## src/rtl/instruction_fetch_unit.sv

```systemverilog
// Instruction fetch unit: owns the PC, hides the 1-cycle imem read latency, handles stall/redirect/flush/halt.
// Optional IFETCH_PERF_EN adds saturating FetchCount/StallCount outputs.
module instruction_fetch_unit #(
    parameter int          RESET_PC   = 0,
    parameter int          IMEM_DEPTH = 256,
    parameter logic [31:0] HALT_WORD  = 32'hffffffff
) (
    input  logic        Clk,
    input  logic        Rst,
    output logic [31:0] ImemRdAddr,
    input  logic [31:0] ImemRdData,
    input  logic        Stall,
    input  logic        Redirect,
    input  logic [31:0] RedirectAddr,
    input  logic        Flush,
    output logic [31:0] IfPc,
    output logic [31:0] IfInstr,
    output logic        IfValid,
    output logic        Halted,
`ifdef IFETCH_PERF_EN
    output logic [31:0] FetchCount,
    output logic [31:0] StallCount,
`endif
    output logic [1:0]  DbgState
);
    localparam int             AW     = (IMEM_DEPTH > 1) ? $clog2(IMEM_DEPTH) : 1;
    localparam logic [AW-1:0]  RST_PC = AW'(RESET_PC);

    typedef enum logic [1:0] {S_WAIT = 2'd0, S_RUN = 2'd1, S_HALT = 2'd2} state_t;

    state_t        state_q;
    logic [AW-1:0] pc_q;
    logic [AW-1:0] fpc_q;
    logic          fvld_q;
    logic          halted_q;
    logic [AW-1:0] ra;
    logic [AW-1:0] addr;
    logic          halt_hit;
    logic          unused_ra_hi;

    assign ra           = RedirectAddr[AW-1:0];
    assign unused_ra_hi = ^RedirectAddr;

    // Stall re-issues the word already on ImemRdData so it stays stable; HALT freezes on it.
    always_comb begin
        addr = pc_q;
        if (state_q == S_HALT) begin
            addr = fpc_q;
        end else if (state_q == S_RUN) begin
            if (Redirect)   addr = ra;
            else if (Stall) addr = fpc_q;
        end
    end

    assign ImemRdAddr = 32'(addr);
    assign IfInstr    = ImemRdData;
    assign IfPc       = Rst ? 32'(RST_PC) : 32'(fpc_q);
    // Handshake: a word is consumed by decode on any cycle with IfValid=1 and Stall=0.
    assign IfValid    = fvld_q & ~Flush & (state_q != S_HALT) & ~Rst;
    assign Halted     = halted_q;
    assign DbgState   = state_q;

    assign halt_hit = (state_q == S_RUN) && fvld_q && (ImemRdData == HALT_WORD)
                      && !Redirect && !Flush;

    always_ff @(posedge Clk) begin
        if (Rst) begin
            pc_q     <= RST_PC;
            fpc_q    <= RST_PC;
            fvld_q   <= 1'b0;
            halted_q <= 1'b0;
            state_q  <= S_WAIT;
        end else begin
            case (state_q)
                S_WAIT: begin
                    fpc_q   <= pc_q;
                    pc_q    <= pc_q + AW'(1);
                    fvld_q  <= 1'b1;
                    state_q <= S_RUN;
                end
                S_RUN: begin
                    if (halt_hit) begin
                        state_q  <= S_HALT;
                        halted_q <= 1'b1;
                        fvld_q   <= 1'b0;
                    end else if (Redirect) begin
                        fpc_q  <= ra;
                        pc_q   <= ra + AW'(1);
                        fvld_q <= 1'b1;
                    end else if (!Stall) begin
                        fpc_q  <= pc_q;
                        pc_q   <= pc_q + AW'(1);
                        fvld_q <= 1'b1;
                    end
                end
                S_HALT: begin
                    state_q <= S_HALT;
                end
                default: begin
                    state_q <= S_WAIT;
                end
            endcase
        end
    end

`ifdef IFETCH_PERF_EN
    always_ff @(posedge Clk) begin
        if (Rst) begin
            FetchCount <= 32'd0;
            StallCount <= 32'd0;
        end else begin
            if (IfValid && !Stall && FetchCount != 32'hffffffff)
                FetchCount <= FetchCount + 32'd1;
            if (Stall && state_q == S_RUN && StallCount != 32'hffffffff)
                StallCount <= StallCount + 32'd1;
        end
    end
`endif

endmodule

```

## config.mk

```make
export PLATFORM = sky130hd
export DESIGN_NAME = instruction_fetch_unit
export DESIGN_NICKNAME = d
export VERILOG_FILES = /design/src/rtl/instruction_fetch_unit.sv
export SDC_FILE = /design/constraint.sdc
export NUM_CORES = 1
export LEC_CHECK = 0
export ABC_AREA = 1
export CAP_MARGIN = 20
export CORE_UTILIZATION = 35
export CTS_CLUSTER_DIAMETER = 150
export DETAILED_ROUTE_END_ITERATION = 12
export PLACE_DENSITY = 0.87
export SYNTH_ARGS = -nofsm -noshare
export SYNTH_HDL_FRONTEND = slang
export SYNTH_SLANG_ARGS = --single-unit
```

## constraint.sdc

```tcl
create_clock -name Clk -period 2.2 [get_ports Clk]
set_clock_uncertainty 0.15 [all_clocks]
set_input_delay 0.44 -clock Clk [delete_from_list [all_inputs] [get_ports Clk]]
set_output_delay 0.44 -clock Clk [all_outputs]
set_load 0.01 [all_outputs]
```

---- After elaboration in Yosys (flattened, before gate mapping) ----
Index checks and enable logic that the tools add are counted.
cells by class
  divide/modulo/power cells ............... 0
  multiplexer cells ....................... 17
  add/subtract/negate cells ............... 2
  shifts and indexed selects .............. 0
  magnitude comparators ................... 0
  $mul .................................... 0
  equality and inequality tests ........... 8
  reductions and logical operators ........ 12
  bitwise operators ....................... 5
operator list
  operator                                       count
  two-way mux 8 bit                              9
  == test 32 bit, second input constant          1
  one-hot mux 8 bit (2 select lines)             2
  adder 8 x 1 -> 8 bit, second input constant    2
  inequality test 2 bit, second input constant   3
  one-hot mux 2 bit (3 select lines)             1
  AND reduction 2 bit                            3
  logical AND 1 bit                              4
  inequality test 4 bit, second input constant   1
  bitwise AND 1 bit                              3
  two-way mux 1 bit                              3
  inequality test 3 bit, second input constant   1
  AND reduction 3 bit                            1
  == test 2 x 1 -> 1 bit, second input constant  1
  == test 2 bit, second input constant           1
  logical NOT 1 bit                              2
  logical NOT 2 bit                              1
  two-way mux 2 bit                              1
  inverter 1 bit                                 2
  one-hot mux 1 bit (2 select lines)             1
  nonzero test 2 bit                             1
storage, ports and cells
  ROM bits ................................ 0
  latch bits .............................. 0
  register bits after elaboration ......... 20
  logic and storage cells ................. 49
  memory bits (writable) .................. 0
  memories kept ........................... 0
  output and inout bits ................... 100

---- Longest topological paths before layout ----
Gate-level depths: netlist of run 1.
  depth after elaboration ................. 7
  depth in mapped cells ................... 12
  depth with buffers taken out ............ 11

---- Worst setup path after synthesis of run 1 ----
Ideal clock, no wire load.
  path kind ............................... flip-flop to output port
  from .................................... register state_q[1] (netlist: DbgState[1])
  to ...................................... output ImemRdAddr[6]
  buffers on the path ..................... 0
  setup slack ............................. 0.220 ns
  required time ........................... 1.610 ns
  arrival ................................. 1.390 ns
  stages on the path, launching flop included .. 9
  cell sequence ........................... dfxtp_1 -> inv_1 -> ha_1 -> nand2_1 -> clkinv_1 -> nand2_1 -> o211ai_1 -> nand2_1 -> o21ai_0
between the ends
  word-level cells in the longest chain between the ends .. 3
  elaborated cells between the ends (all ways) .. 4
  classes of those cells .................. eq/ne: 2; mux: 2
ends and longest elaborated chain
  what                    RTL line  source
  from (decl)             31        state_t state_q;
  from (signal assigned)  72        state_q <= S_WAIT;
  from (signal assigned)  79        state_q <= S_RUN;
  from (signal assigned)  83        state_q <= S_HALT;
  == test 2 x 1 -> 1 bit  49        end else if (state_q == S_RUN) begin
  two-way mux 8 bit       49
  two-way mux 8 bit (*)   47        if (state_q == S_HALT) begin
  to (decl)               10        output logic [31:0] ImemRdAddr,
Every way passes the cells marked *; elsewhere a longest branch is shown, timed or not.

---- Worst setup path after layout of run 1 ----
Ends and elaborated chain as after synthesis.

==> summary.txt, run 1 <==
STA
  – Fin crit period: 2.39 ns
  – Unrepaired setup endpoints after global routing: yes
  – Fin. Hold Viols: 0
  – Endpoints failing setup: 8
  – Worst setup margin: -0.186 ns
  – Part of the cycle the worst path needs: 108%
  – Final max-slew violation count: 0
  – FMAX: 419 MHz
  – Total Negative Setup Slacks: -0.878 ns
  – WHS: 0.314 ns

Drt
  – Initial DRC count: 156
  – Antenna viol nets, final: 0
  – WL per Instance: 13.6 um
  – Final WL: 7440 um
  – DR pass1 iterations: 5
  – DR vias/cell: 4.75
  – Routed vias: 2596
  – Residual DRC: 0

Place
  – Hpwl dp: 5040 um
  – Port Buffers: 96
  – GPL Wtd Cong: 0.919
  – Cell Area, Placed: 3100 um2

Worst setup path
  – RR Startpoint: DbgState[1]
  – CP cell instances: inv_2 -> ha_4 -> inv_2 -> nor2_4 -> buf_4 -> o211ai_1 -> o211ai_1 -> nand2_1 -> o21ai_1 -> buf_2
  – Critical Path AT: 1.80 ns
  – Crit Path Class: flip-flop to primary output
  – Reg2reg end: pc_q[3]
  – Critical Path RT: 1.61 ns
  – Crit. End Element: primary output
  – Reg2Reg Depth: 14
  – Reg2reg setup slack: 0.05 ns
  – CP Launch Type: flip-flop
  – Crit-path max FO: 6
  – Crit-path max cell delay: 0.33 ns
  – Slowest cell on the critical path: dfxtp_2

Logic synthesis
  – Predominant post-synthesis flop cell: dfxtp_1
  – Post-Syn Instances: 365
  – Yosys reg bits: 20
  – Yosys cell types: 23
  – EDFF count, synth: 0
  – Register area share after synthesis: 17.8%
  – Mapped Avg Cell Area: 6.17 um2
  – Mapped cell area: 2250 um2
  – Ys async rst share: 0%
  – Yosys warning count: 0

Power and ir drop
  – Sw frac: 45.2%
  – Sequential power share: 19.9%
  – Total power: 3.12 mW
  – Worst VDD drop: 0.425 mV
  – Comb pwr share: 67.8%
  – P_sw: 1.41 mW
  – Internal: 1.71 mW
  – Clk pwr share: 12.4%
  – Pleak: 1.70 nW
  – PD cells: 917 nW/um2

Die
  – Core Box Area: 6060 um2
  – DIE HEIGHT: 82.2 um
  – Die X-Extent: 82.2 um
  – Row Count: 28
  – IO Pins: 169
  – Die area: 6760 um2
  – Initial Utilization: 37.2%

Final layout
  – Fraction of layout cells with a size suffix above 1: 17.8%
  – Layout Nets: 546
  – Core Util, Final: 56.2%
  – Commonest non-fill, non-tap cell in the layout: nand2_1
  – Syn-to-layout area delta: 51.1%
  – Most frequent cells in the layout: nand2_1, clkdlybuf4s50_1, conb_1, buf_4, nor2_1
  – Final instance area: 3400 um2
  – ANT cells: 0

Clock network
  – CTS buffer count: 3
  – Clk pin slew, worst setup/hold paths: 0.08 ns
  – CTS Hold Bufs: 0
  – Latest clock arrival within the worst-skew pair: 0.27 ns
  – Clock Sinks: 20
  – Root Buffer: clkbuf_8
  – CTS tree: done
  – # H-tree levels: 1
  – Max clock buf depth: 2

GRT
  – Initial antenna violation count: 0
  – Largest net degree at the start of global routing: 17
  – Gr usage total: 20.4%
  – First-pass GRT wire length: 10700 um
  – GRT overflow: 0
  – Number of global-route vias before repair: 2286

Worst hold path
  – WHS Path Cells: 2
  – HP Start: Halted
  – Hold EP: Halted
  – Worst Hold Class: flip-flop to flip-flop

Status
  – Failing checks: setup timing
  – Outcome: complete, but fails checks

Job
  – Max cap viols: 0
==> power by group through the flow <==
stage          Combinational [mW]  Sequential [mW]  Clock [mW]
3_5_place_dp                 1.80            0.606           0
3_3_place_gp                 1.76            0.597           0
5_1_grt                      2.34            0.633       0.394
2_1_floorplan                1.14            0.601           0
4_1_cts                      1.85            0.608       0.385
6_report                     2.11            0.620       0.386
==> critical path: cells and delay by family (launching register included) <==
| family | cells | cell delay [ns] |
|---|---|---|
| compound gates | 3 | 0.37 |
| fa+ha+maj | 1 | 0.15 |
| flops | 1 | 0.33 |
| simple gates | 2 | 0.27 |
| buf+inv | 4 | 0.41 |
==> flip-flops by register name, indices dropped and copies added, names as in the netlist <==
name and count:
fpc_q 8, pc_q 8, DbgState 2, Halted 1
fvld_q 1
==> cell usage after synthesis (2+ instances only) <==
cell type | n | share of area (%)
nand3_2 | 2 | 0.89
a21oi_1 | 11 | 2.4
inv_1 | 35 | 5.8
nor2_1 | 42 | 7.0
nand2_1 | 85 | 14
o21ai_0 | 17 | 3.8
buf_4 | 80 | 27
buf_2 | 5 | 1.1
nand4_1 | 6 | 1.7
ha_1 | 5 | 2.8
o211ai_1 | 16 | 5.3
dfxtp_1 | 20 | 18
clkbuf_1 | 5 | 0.83
or2_2 | 2 | 0.56
xor2_1 | 3 | 1.2
nand3_1 | 24 | 5.3
==> worst max path at each step <==
stage / end / cells after the start / slack (ns) / startpoint
after floorplan: ImemRdAddr[6] / 8 / 0.22 / DbgState[1]
after global placement: ImemRdAddr[0] / 7 / -0.58 / Stall
after detailed placement: ImemRdAddr[2] / 8 / -0.59 / Redirect
after CTS: ImemRdAddr[5] / 10 / -0.11 / DbgState[1]
after global routing: ImemRdAddr[6] / 10 / -0.27 / DbgState[1]
final: ImemRdAddr[6] / 10 / -0.19 / DbgState[1]
==> routing by layer <==
| layer | global-route usage (%) | wire (um) | vias to the layer above |
|---|---|---|---|
| met5 | 0 | 0 | - |
| met4 | 6.67 | 233 | 0 |
| met3 | 2.97 | 514 | 28 |
| met2 | 38.3 | 3840 | 145 |
| met1 | 23.4 | 2860 | 1178 |
| li1 | - | - | 1245 |
==> repair_timing <==
item | CTS | global route
gates cloned | 1 | 3
pin swaps | 11 | 12
hold endpoints to repair | 0 | 0
buffers inserted | 8 | 7
setup endpoints to repair | 17 | 32
resized for setup | 54 | 21
==> metrics by stage <==
step                setup slack, ns  std cells
global route                 -0.269        546
CTS                          -0.110        536
finish                       -0.186        546
detailed placement           -0.587        523
floorplan                     0.220        412
global placement             -0.577        523
==> area by class of cell <==
type,instances,area (um2)
Clock buffer,3,41.3
Clock inverter,1,30.0
Fill cell,528,2660
Inverter,37,143
Multi-Input combinational cell,266,1320
Sequential cell,20,403
Tap cell,75,93.8
Timing Repair Buffer,144,1370
==> kinds of logic (layout without fill, tap and decap cells) <==
kind of cell / Yosys count / count (layout) / share of synthesized area, %
AOI/OAI and AO/OA: 45 / 45 / 11.9
xor gates and xnor gates: 3 / 3 / 1.17
buffers and inverters: 128 / 185 / 35.3
DFF: 20 / 20 / 17.8
other: 1 / 48 / 0.167
and+or+nand+nor: 163 / 165 / 30.9
adders and majority gates: 5 / 5 / 2.78
(Power assumes the default switching activity.)
==> run 2: changes to the inputs <==
CAP_MARGIN = not set   (was 20)
==> results of run 2 <==
No change in the layout: final DEF, timing and power equal those of run 1.
